File: src/rtl/ycbcr_pkg.sv
// Shared constants and helpers for the YCbCr 4:2:2 to 4:4:4 upsampler.
package ycbcr_pkg;

  // Input-to-output delay of data, syncs and data enable, in clk cycles
  localparam int unsigned YCBCR422_LATENCY = 3;

  // Component slot indices; slice a bus with [IDX*BPS +: BPS]
  localparam int unsigned COMP_Y    = 0;
  localparam int unsigned COMP_CB   = 1;
  localparam int unsigned COMP_CR   = 2;
  // Slot of the shared chroma sample on the 4:2:2 input bus
  localparam int unsigned COMP_C422 = 1;

  // Mid-scale chroma value, used where no real chroma sample exists
  function automatic int unsigned chroma_neutral(input int unsigned bps);
    return 32'd1 << (bps - 1);
  endfunction

endpackage

File: src/rtl/ycbcr422_to_444_chroma_avg.sv
// Rounding average of two unsigned chroma samples: (a + b + 1) >> 1.
// The sum carries one extra bit, so full-scale inputs never wrap.
module chroma_avg #(
  parameter int unsigned Width = 8
) (
  input  logic [Width-1:0] a_i,
  input  logic [Width-1:0] b_i,
  output logic [Width-1:0] avg_o
);

  logic [Width:0] sum;

  // Widened sum with round-half-up, then drop the LSB
  always_comb begin
    sum   = {1'b0, a_i} + {1'b0, b_i} + (Width + 1)'(1);
    avg_o = Width'(sum >> 1);
  end

endmodule

File: src/rtl/ycbcr422_to_444.sv
// YCbCr 4:2:2 -> 4:4:4 chroma upsampler, one pixel per clock, fixed 3-cycle latency.
// Even pixels carry Cb, odd pixels Cr; the phase restarts on each rising edge of de.
// Define CHROMA_INTERP_EN to average odd-pixel chroma with the next pair; otherwise
// odd pixels replicate their own pair's chroma.
module ycbcr422_to_444
  import ycbcr_pkg::*;
#(
  parameter int unsigned BIT_PER_SYMBLE = 8
) (
  input  logic                        clk,
  input  logic                        rst_n,
  input  logic [2*BIT_PER_SYMBLE-1:0] ycbcr_din,
  input  logic                        ycbcr_h_sync,
  input  logic                        ycbcr_v_sync,
  input  logic                        ycbcr_de,
  output logic [3*BIT_PER_SYMBLE-1:0] ycbcr_dout,
  output logic                        ycbcr_h_sync_o,
  output logic                        ycbcr_v_sync_o,
  output logic                        ycbcr_de_o
);

  localparam int unsigned BPS = BIT_PER_SYMBLE;
  localparam logic [BPS-1:0] NEUTRAL = BPS'(chroma_neutral(BPS));

  logic [BPS-1:0] in_y, in_c;
  logic           ph_in;

  // Stage 1 holds pixel n-1, stage 2 pixel n-2 (the one being emitted), c3 pixel n-3
  logic [BPS-1:0] y1_q, c1_q, y2_q, c2_q, c3_q;
  logic           de1_q, hs1_q, vs1_q, ph1_q;
  logic           de2_q, hs2_q, vs2_q, ph2_q;

  logic [BPS-1:0]   cb_d, cr_d;
  logic [3*BPS-1:0] dout_d, dout_q;
  logic             hs_q, vs_q, de_q;

  assign in_y = ycbcr_din[COMP_Y*BPS +: BPS];
  assign in_c = ycbcr_din[COMP_C422*BPS +: BPS];

  // Phase 0 on the first pixel after any de low (rising edge or after reset), else toggle
  assign ph_in = ycbcr_de & de1_q & ~ph1_q;

  // Input delay line with per-pixel phase tag and one extra chroma tap
  always_ff @(posedge clk or negedge rst_n) begin
    if (!rst_n) begin
      y1_q  <= '0;
      c1_q  <= '0;
      de1_q <= 1'b0;
      hs1_q <= 1'b0;
      vs1_q <= 1'b0;
      ph1_q <= 1'b0;
      y2_q  <= '0;
      c2_q  <= '0;
      de2_q <= 1'b0;
      hs2_q <= 1'b0;
      vs2_q <= 1'b0;
      ph2_q <= 1'b0;
      c3_q  <= '0;
    end else begin
      y1_q  <= in_y;
      c1_q  <= in_c;
      de1_q <= ycbcr_de;
      hs1_q <= ycbcr_h_sync;
      vs1_q <= ycbcr_v_sync;
      ph1_q <= ph_in;
      y2_q  <= y1_q;
      c2_q  <= c1_q;
      de2_q <= de1_q;
      hs2_q <= hs1_q;
      vs2_q <= vs1_q;
      ph2_q <= ph1_q;
      c3_q  <= c2_q;
    end
  end

`ifdef CHROMA_INTERP_EN
  logic [BPS-1:0] cr_next, cb_avg, cr_avg;

  // Next pair's Cr is on the input bus now; a lone trailing Cb pairs with neutral Cr
  assign cr_next = ycbcr_de ? in_c : NEUTRAL;

  chroma_avg #(
    .Width (BPS)
  ) u_cb_avg (
    .a_i   (c3_q),
    .b_i   (c1_q),
    .avg_o (cb_avg)
  );

  chroma_avg #(
    .Width (BPS)
  ) u_cr_avg (
    .a_i   (c2_q),
    .b_i   (cr_next),
    .avg_o (cr_avg)
  );
`endif

  // Rebuild full chroma for the stage-2 pixel; blanking forces zero
  always_comb begin
    cb_d   = '0;
    cr_d   = '0;
    dout_d = '0;
    if (de2_q) begin
      if (!ph2_q) begin
        // Even pixel: own Cb, Cr from the following pixel if the line continues
        cb_d = c2_q;
        cr_d = de1_q ? c1_q : NEUTRAL;
      end else begin
        // Odd pixel: Cb from the previous pixel, own Cr
        cb_d = c3_q;
        cr_d = c2_q;
`ifdef CHROMA_INTERP_EN
        // A following pair exists only if the line continues past this pixel
        if (de1_q) begin
          cb_d = cb_avg;
          cr_d = cr_avg;
        end
`endif
      end
      dout_d[COMP_Y*BPS +: BPS]  = y2_q;
      dout_d[COMP_CB*BPS +: BPS] = cb_d;
      dout_d[COMP_CR*BPS +: BPS] = cr_d;
    end
  end

  // Output stage: third pipeline register for data and timing
  always_ff @(posedge clk or negedge rst_n) begin
    if (!rst_n) begin
      dout_q <= '0;
      hs_q   <= 1'b0;
      vs_q   <= 1'b0;
      de_q   <= 1'b0;
    end else begin
      dout_q <= dout_d;
      hs_q   <= hs2_q;
      vs_q   <= vs2_q;
      de_q   <= de2_q;
    end
  end

  assign ycbcr_dout     = dout_q;
  assign ycbcr_h_sync_o = hs_q;
  assign ycbcr_v_sync_o = vs_q;
  assign ycbcr_de_o     = de_q;

endmodule

File: config.mk
export PLATFORM = sky130hd
export DESIGN_NAME = ycbcr422_to_444
export DESIGN_NICKNAME = d
export VERILOG_FILES = /design/src/rtl/ycbcr_pkg.sv /design/src/rtl/ycbcr422_to_444_chroma_avg.sv /design/src/rtl/ycbcr422_to_444.sv
export SDC_FILE = /design/constraint.sdc
export NUM_CORES = 1
export LEC_CHECK = 0
export BUFFER_PORTS_ARGS = -buffer_cell sky130_fd_sc_hd__buf_2
export CAP_MARGIN = 20
export CORE_ASPECT_RATIO = 1.4
export CORE_UTILIZATION = 40
export CTS_CLUSTER_SIZE = 25
export DETAILED_ROUTE_END_ITERATION = 16
export GPL_TIMING_DRIVEN = 0
export PLACE_DENSITY = 0.6
export SLEW_MARGIN = 20
export SYNTH_ARGS = -nofsm -noshare
export SYNTH_HDL_FRONTEND = slang
export SYNTH_SLANG_ARGS = --single-unit
File: constraint.sdc
create_clock -name clk -period 2 [get_ports clk]
set_clock_uncertainty 0.1 [all_clocks]
set_input_delay 0.1 -clock clk [delete_from_list [all_inputs] [get_ports clk]]
set_output_delay 0.1 -clock clk [all_outputs]
set_load 0.005 [all_outputs]
==> results of run 1 <==
## worst max-delay path, delay by kind of cell (launching register included)
family,cells,cell delay [ns]
AOI/OAI and AO/OA,1,0.18
buffers and inverters,1,0.38
DFF,1,0.39
and+or+nand+nor,1,0.10
## flip-flops by register name (all words and copies together), names as in the netlist
signal	cells
ycbcr_de_o	1
ycbcr_dout	24
ph2_q	1
hs1_q	1
c2_q	8
ycbcr_h_sync_o	1
vs1_q	1
y2_q	8
ycbcr_v_sync_o	1
vs2_q	1
ph1_q	1
de2_q	1
de1_q	1
c1_q	8
c3_q	8
y1_q	8
hs2_q	1
## cell families (layout without fill, tap and decap cells)
group,Yosys count,in the layout
flops,75,75
simple gates,32,32
compound gates,8,8
mux,8,8
buf+inv,6,90
## worst paths after layout
check,start,end,slack [ns]
setup / recovery,de2_q,ycbcr_dout[17],0.76
hold / removal,rst_n,ycbcr_dout[18],0.09
setup reg to reg,de2_q,ycbcr_dout[17],0.76
hold reg to reg,y1_q[3],y2_q[3],0.25
max in group asynchronous,rst_n,y2_q[3],1.18
min in group clk,y1_q[3],y2_q[3],0.25
## per-layer routing
layer,vias to the layer above,GRT usage [%]
met5,-,0
met4,0,12.8
met3,11,3.55
met2,42,22.1
met1,596,15.8
li1,574,-
## cell usage in the layout, fill, tap and decap left out, drive strengths merged, types with 2 or more instances in the layout
| cell type | synthesis | routed |
|---|---|---|
| and2 | 8 | 8 |
| buf | 2 | 50 |
| bufinv | 0 | 3 |
| clkbuf | 3 | 14 |
| clkinv | 0 | 2 |
| dfrtp | 75 | 75 |
| dlygate4sd3 | 0 | 20 |
| mux2i | 8 | 8 |
| nand2 | 7 | 7 |
| nand3 | 6 | 6 |
| nor2b | 8 | 8 |
| o21ai | 6 | 6 |
## stage by stage
step	instance area (µm²)	power [mW]
after floorplan	2220	1.70
after global placement	2540	1.79
after detailed placement	2570	1.81
after CTS	3010	3.20
after global routing	3010	3.29
final	3010	3.16
## cell type report
type,count,area share [%]
sequential,75,62.3
timing repair buffer,68,15.5
multi-input combinational,48,10.1
clock buffer,11,4.69
clock inverter,5,3.32
tap,66,2.74
buffer,5,1.25
inverter,1,0.125
## power groups by stage
stage	clock network, mW	logic (mW)	registers [mW]
detailed placement	0	0.154	1.65
global placement	0	0.143	1.65
floorplan	0	0.0499	1.65
CTS	1.39	0.185	1.62
global route	1.45	0.203	1.63
finish	1.36	0.180	1.62
==> results.toml, run 1 <==
[status]
status = "completed"

[yosys]
syn_avg_cell_area_um2 = 17.2
ys_ff_latch = 75
synth_most_common_cell = "dfrtp_1"
netlist_area_um2 = 2220
ys_seq_area_share_pct = 84.5
synth_nets = 150
synthMuxAreaShare_pct = 3.60
ys_async_sr_fraction_pct = 100
synthCells = 129
netlist-cell-type-count = 16
synth-simple-area-share_pct = 7.77
synth_area_leaders = "dfrtp_1 (84%), mux2i_1 (3.6%), and2_1 (2.3%)"
yosysTopAreaCell = "dfrtp_1"
synth_top_family_by_area = "simple AND/OR/NAND/NOR gates"
synth_fa_ha_area_share_pct = 0
synth_compound_area_share_pct = 2.31
synth_top_area_share_pct = 84.5
synth_edf_count = 0
synth_commonest_cells = "dfrtp_1 (75), and2_1 (8), mux2i_1 (8), nor2b_1 (8), nand2_1 (7)"
synth_flop_cell = "dfrtp_1"
synth-xor-area-share_pct = 0
yosys_warnings = 0

[clock_network]
numClockSinks = 75
post_cts_buffers = 0
cts_buffers = 9
root_buffer = "clkbuf_8"
cts_hold_buf = 20
cts_tree = "built"
ctsResizeCount = 0
htreeDepth = 3
clk_latency_ns = 0.34
cts_buffer_depth = 2
clk_pin_slew_ns = 0.07

[routing]
totalWireLength_um = 3420
dr.pass1.iters = 4
routed_via_density = 4.38
post_drt_wl_per_cell_um = 12.3
antenna_left = 0
post-route-drc-count = 0
top_layer_used = "met4"
wl_met1_um = 1410
detail_route.iter0.violations = 33
wl_met2_um = 1710
met3WireLength_um = 177
via_count = 1223

[power]
clockPowerShare_pct = 42.9
pwr-share-comb_pct = 5.7
p_leak_nw = 1.47
cellPowerDensity_nw_per_um2 = 1050
power_frac_seq_pct = 51.4
net-switching-power_mw = 0.609
switching_share_pct = 19.3
p_int_mw = 2.55
peakVddDrop_mv = 0.603

[finish]
instances_no_fill = 279
n_antenna_cell = 0
drive_above_1_share_pct = 30.5
utilization_pct = 57.1
nNetsFinal = 229
seq_area_um2 = 1880
syn2layout_area_growth_pct = 35.5
multi_input_area_um2 = 304
fillers = 455

[floorplanning]
num_io_pins = 48
die_h_um = 90.2
die_width_um = 65.0
initial_core_util_pct = 42.1
dieArea_um2 = 5860
core_um2 = 5280
rows = 31

[job]
cap_viol_max_count = 0

[sta]
holdWs_ns = 0.0867
period_needed_ns = 1.24
finalSetupTns_ns = 0
worstMarginPinSlew_ns = 0.436
slew_headroom_pct = 71.0
min_period_over_period_pct = 61.8
worst_slack_ns = 0.765
fmax_ghz = 0.810
hold_viol = 0
rsz0062_at_grt = "no"
finalSetupViolations = 0
finalMaxSlewViolations = 0

[worst_setup_path]
critPathSlowestCell = "dfrtp_1"
start_kind = "flip-flop"
cp.arrival_ns = 1.38
cp_max_fo = 10
path_cells = "clkbuf_1 -> nand2_1 -> o21ai_0"
critPathKind = "reg2reg"
worst_ep_required_time_ns = 2.15
end_kind = "flip-flop"
r2r_cells = 3
cp_slowest_stage_delay_ns = 0.39

[global_route]
first_global_vias = 1323
grt_pass1_wl_um = 5930
grt_max_degree = 58
antenna_found_initial = 0
grt_overflow = 0
grtUsageTotal_pct = 14.3

[place]
io_buffers = 47
dp_worst_setup_slack_ns = 0.759
globalplace.congestion = 0.687
dp_hpwl_um = 2200
placedCellCount = 243

[worst_hold_path]
hp-class = "in2async"
No activity file was read; power rests on OpenSTA's default activity.
==> inputs of run 2 (changes only) <==
--- a/config.mk
+++ b/config.mk
@@ -5,6 +5,7 @@
 export SDC_FILE = /design/constraint.sdc
 export NUM_CORES = 1
 export LEC_CHECK = 0
+export ABC_AREA = 1
 export BUFFER_PORTS_ARGS = -buffer_cell sky130_fd_sc_hd__buf_2
 export CAP_MARGIN = 20
 export CORE_ASPECT_RATIO = 1.4
==> constraint.sdc (replaced) <==
create_clock -name clk -period 1.2 [get_ports clk]
set_clock_uncertainty 0.1 [all_clocks]
set_input_delay 0.06 -clock clk [delete_from_list [all_inputs] [get_ports clk]]
set_output_delay 0.06 -clock clk [all_outputs]
set_load 0.005 [all_outputs]
==> results.toml, run 2 <==
[finish]
instances_no_fill = 302
largest_reg_flops = 24
layout_common_cells = "dfrtp_1 (74), buf_2 (48), dlygate4sd3_1 (20)"
nNetsFinal = 252
layout_commonest_cell = "dfrtp_1"
drive_above_1_share_pct = 32.2
syn2layout_area_growth_pct = 35.8
utilization_pct = 57.3
n_antenna_cell = 0

[global_route]
busiest_layer = "met2"
grt_overflow = 0
antenna_found_initial = 0
grt_pass1_wl_um = 5920
met3_usage_pct = 4.95
first_global_vias = 1276
grt_max_degree = 44
grtUsageTotal_pct = 14.4
use_met2_pct = 20.1
met1_usage_pct = 17.8

[floorplanning]
rows = 31
core_um2 = 5240
die_width_um = 64.8
initial_core_util_pct = 42.2
num_io_pins = 48
die_h_um = 90.0
dieArea_um2 = 5830

[yosys]
netlist-cell-type-count = 13
synth_most_common_cell = "dfrtp_1"
synth_edf_count = 0
syn_avg_cell_area_um2 = 14.8
synthCells = 149
synth_commonest_cells = "dfrtp_1 (75), nor2_1 (19), nand2_1 (17), inv_1 (9), o21ai_0 (9)"
synth_nets = 170
synth_flop_cell = "dfrtp_1"
yosysTopAreaCell = "dfrtp_1"
ys_seq_area_share_pct = 84.9
synth_area_leaders = "dfrtp_1 (85%), nor2_1 (3.2%), nand2_1 (2.9%)"
synth_top_area_share_pct = 84.9
ys_ff_latch = 75
netlist_area_um2 = 2210
yosys_warnings = 0
ys_async_sr_fraction_pct = 100

[clock_network]
cts_tree = "built"
root_buffer = "clkbuf_8"
clk_latency_ns = 0.35
cts_buffer_depth = 2
cts_buffers = 9
clk_pin_slew_ns = 0.08
htreeDepth = 3
numClockSinks = 75

[sta]
finalSetupTns_ns = 0
finalMaxSlewViolations = 0
worstMarginPinSlew_ns = 0.403
hold_viol = 0
worst_slack_ns = 0.0902
fmax_ghz = 0.901
period_needed_ns = 1.11
min_period_over_period_pct = 92.5
rsz0062_at_grt = "no"
finalSetupViolations = 0
slew_headroom_pct = 73.1

[routing]
post_drt_wl_per_cell_um = 11.2
via_count = 1253
post-route-drc-count = 0
routed_via_density = 4.15
dr.pass1.iters = 4
totalWireLength_um = 3380
antenna_left = 0
detail_route.iter0.violations = 66

[worst_setup_path]
critPathKind = "reg2reg"
start_kind = "flip-flop"
end_kind = "flip-flop"
cp.arrival_ns = 1.27
cp_max_fo = 10
worst_ep_required_time_ns = 1.36

[place]
dp_hpwl_um = 2090
globalplace.congestion = 0.697
io_buffers = 47
placedCellCount = 263
dp_worst_setup_slack_ns = 0.0291

[power]
cellPowerDensity_nw_per_um2 = 1700
total_power_mw = 5.12
peakVddDrop_mv = 0.854
p_leak_nw = 1.53

[job]
cap_viol_max_count = 0

[status]
status = "completed"

[worst_hold_path]
hp-class = "in2async"
run 2: changes by cell type after synthesis, moves of 3 or more:
cell      change
mux2i_1       -8
inv_1         +8
clkbuf_1      -3
o21ai_0       +3
nor2_1       +18
nor2b_1       -8
and2_1        -8
nand2_1      +10
a21oi_1       +7
run 2: report_power, final:
part	switching [mW]	internal, mW	total [mW]
clock	0.883	1.22	2.11
combinational	0.152	0.150	0.302
sequential	0.0447	2.66	2.70
run 2: cells by family (layout without fill, tap and decap cells):
logic type	after synthesis	after routing	synth area share (%)
AO/OA/AOI/OAI	16	16	3.62
flip-flops	75	75	84.9
buffers and inverters	15	102	3.34
AND/OR/NAND/NOR	43	43	8.15
run 2: what timing repair did:
action / 4_1_cts / 5_1_grt
resized for setup: 0 / 2
buffers inserted: 3 / 0
endpoints found under the hold margin: 95 / 0
hold buffers: 20 / 0
setup endpoints to repair: 1 / 4
run 2: worst paths after layout:
check | startpoint | end | slack [ns] | cells past startpoint
worst min-delay path | rst_n | ycbcr_dout[9] | 0.08 | 2
worst max-delay path | ph2_q | ycbcr_dout[22] | 0.09 | 4
worst max register to register | ph2_q | ycbcr_dout[22] | 0.09 | 4
max in group asynchronous | rst_n | ph2_q | 0.36 | 3
worst min register to register | y1_q[6] | y2_q[6] | 0.25 | 0
min in group clk | y1_q[6] | y2_q[6] | 0.25 | 0
run 2: routing by layer:
| layer | part of all wire (%) | vias to the layer above |
|---|---|---|
| li1 | - | 624 |
| met1 | 43 | 586 |
| met2 | 49 | 33 |
| met3 | 3.9 | 10 |
| met4 | 3.8 | 0 |
| met5 | 0 | - |
run 2: critical path, cell delays in order, from the launching register on:
cell and delay (ns):
dfrtp_2 0.45, inv_2 0.10, buf_6 0.15, nand3_2 0.06
a21oi_1 0.17
run 2: per-stage QoR:
step                      area [µm²]  hold slack, ns
after detailed placement        2550         -0.0763
after floorplan                 2210          -0.336
after CTS                       3000          0.0854
after global routing            3000           0.128
final                           3000          0.0812
after global placement          2530          0.0689
run 2: layout make-up:
| class | count | area, µm² |
|---|---|---|
| repair buffers | 71 | 480 |
| plain buffers | 5 | 36.3 |
| inverters | 10 | 37.5 |
| well taps | 66 | 82.6 |
| clock inverters | 6 | 88.8 |
| fillers | 453 | 2230 |
| clock buffers | 10 | 138 |
| multi-input cells | 59 | 260 |
| flip-flops and latches | 75 | 1880 |
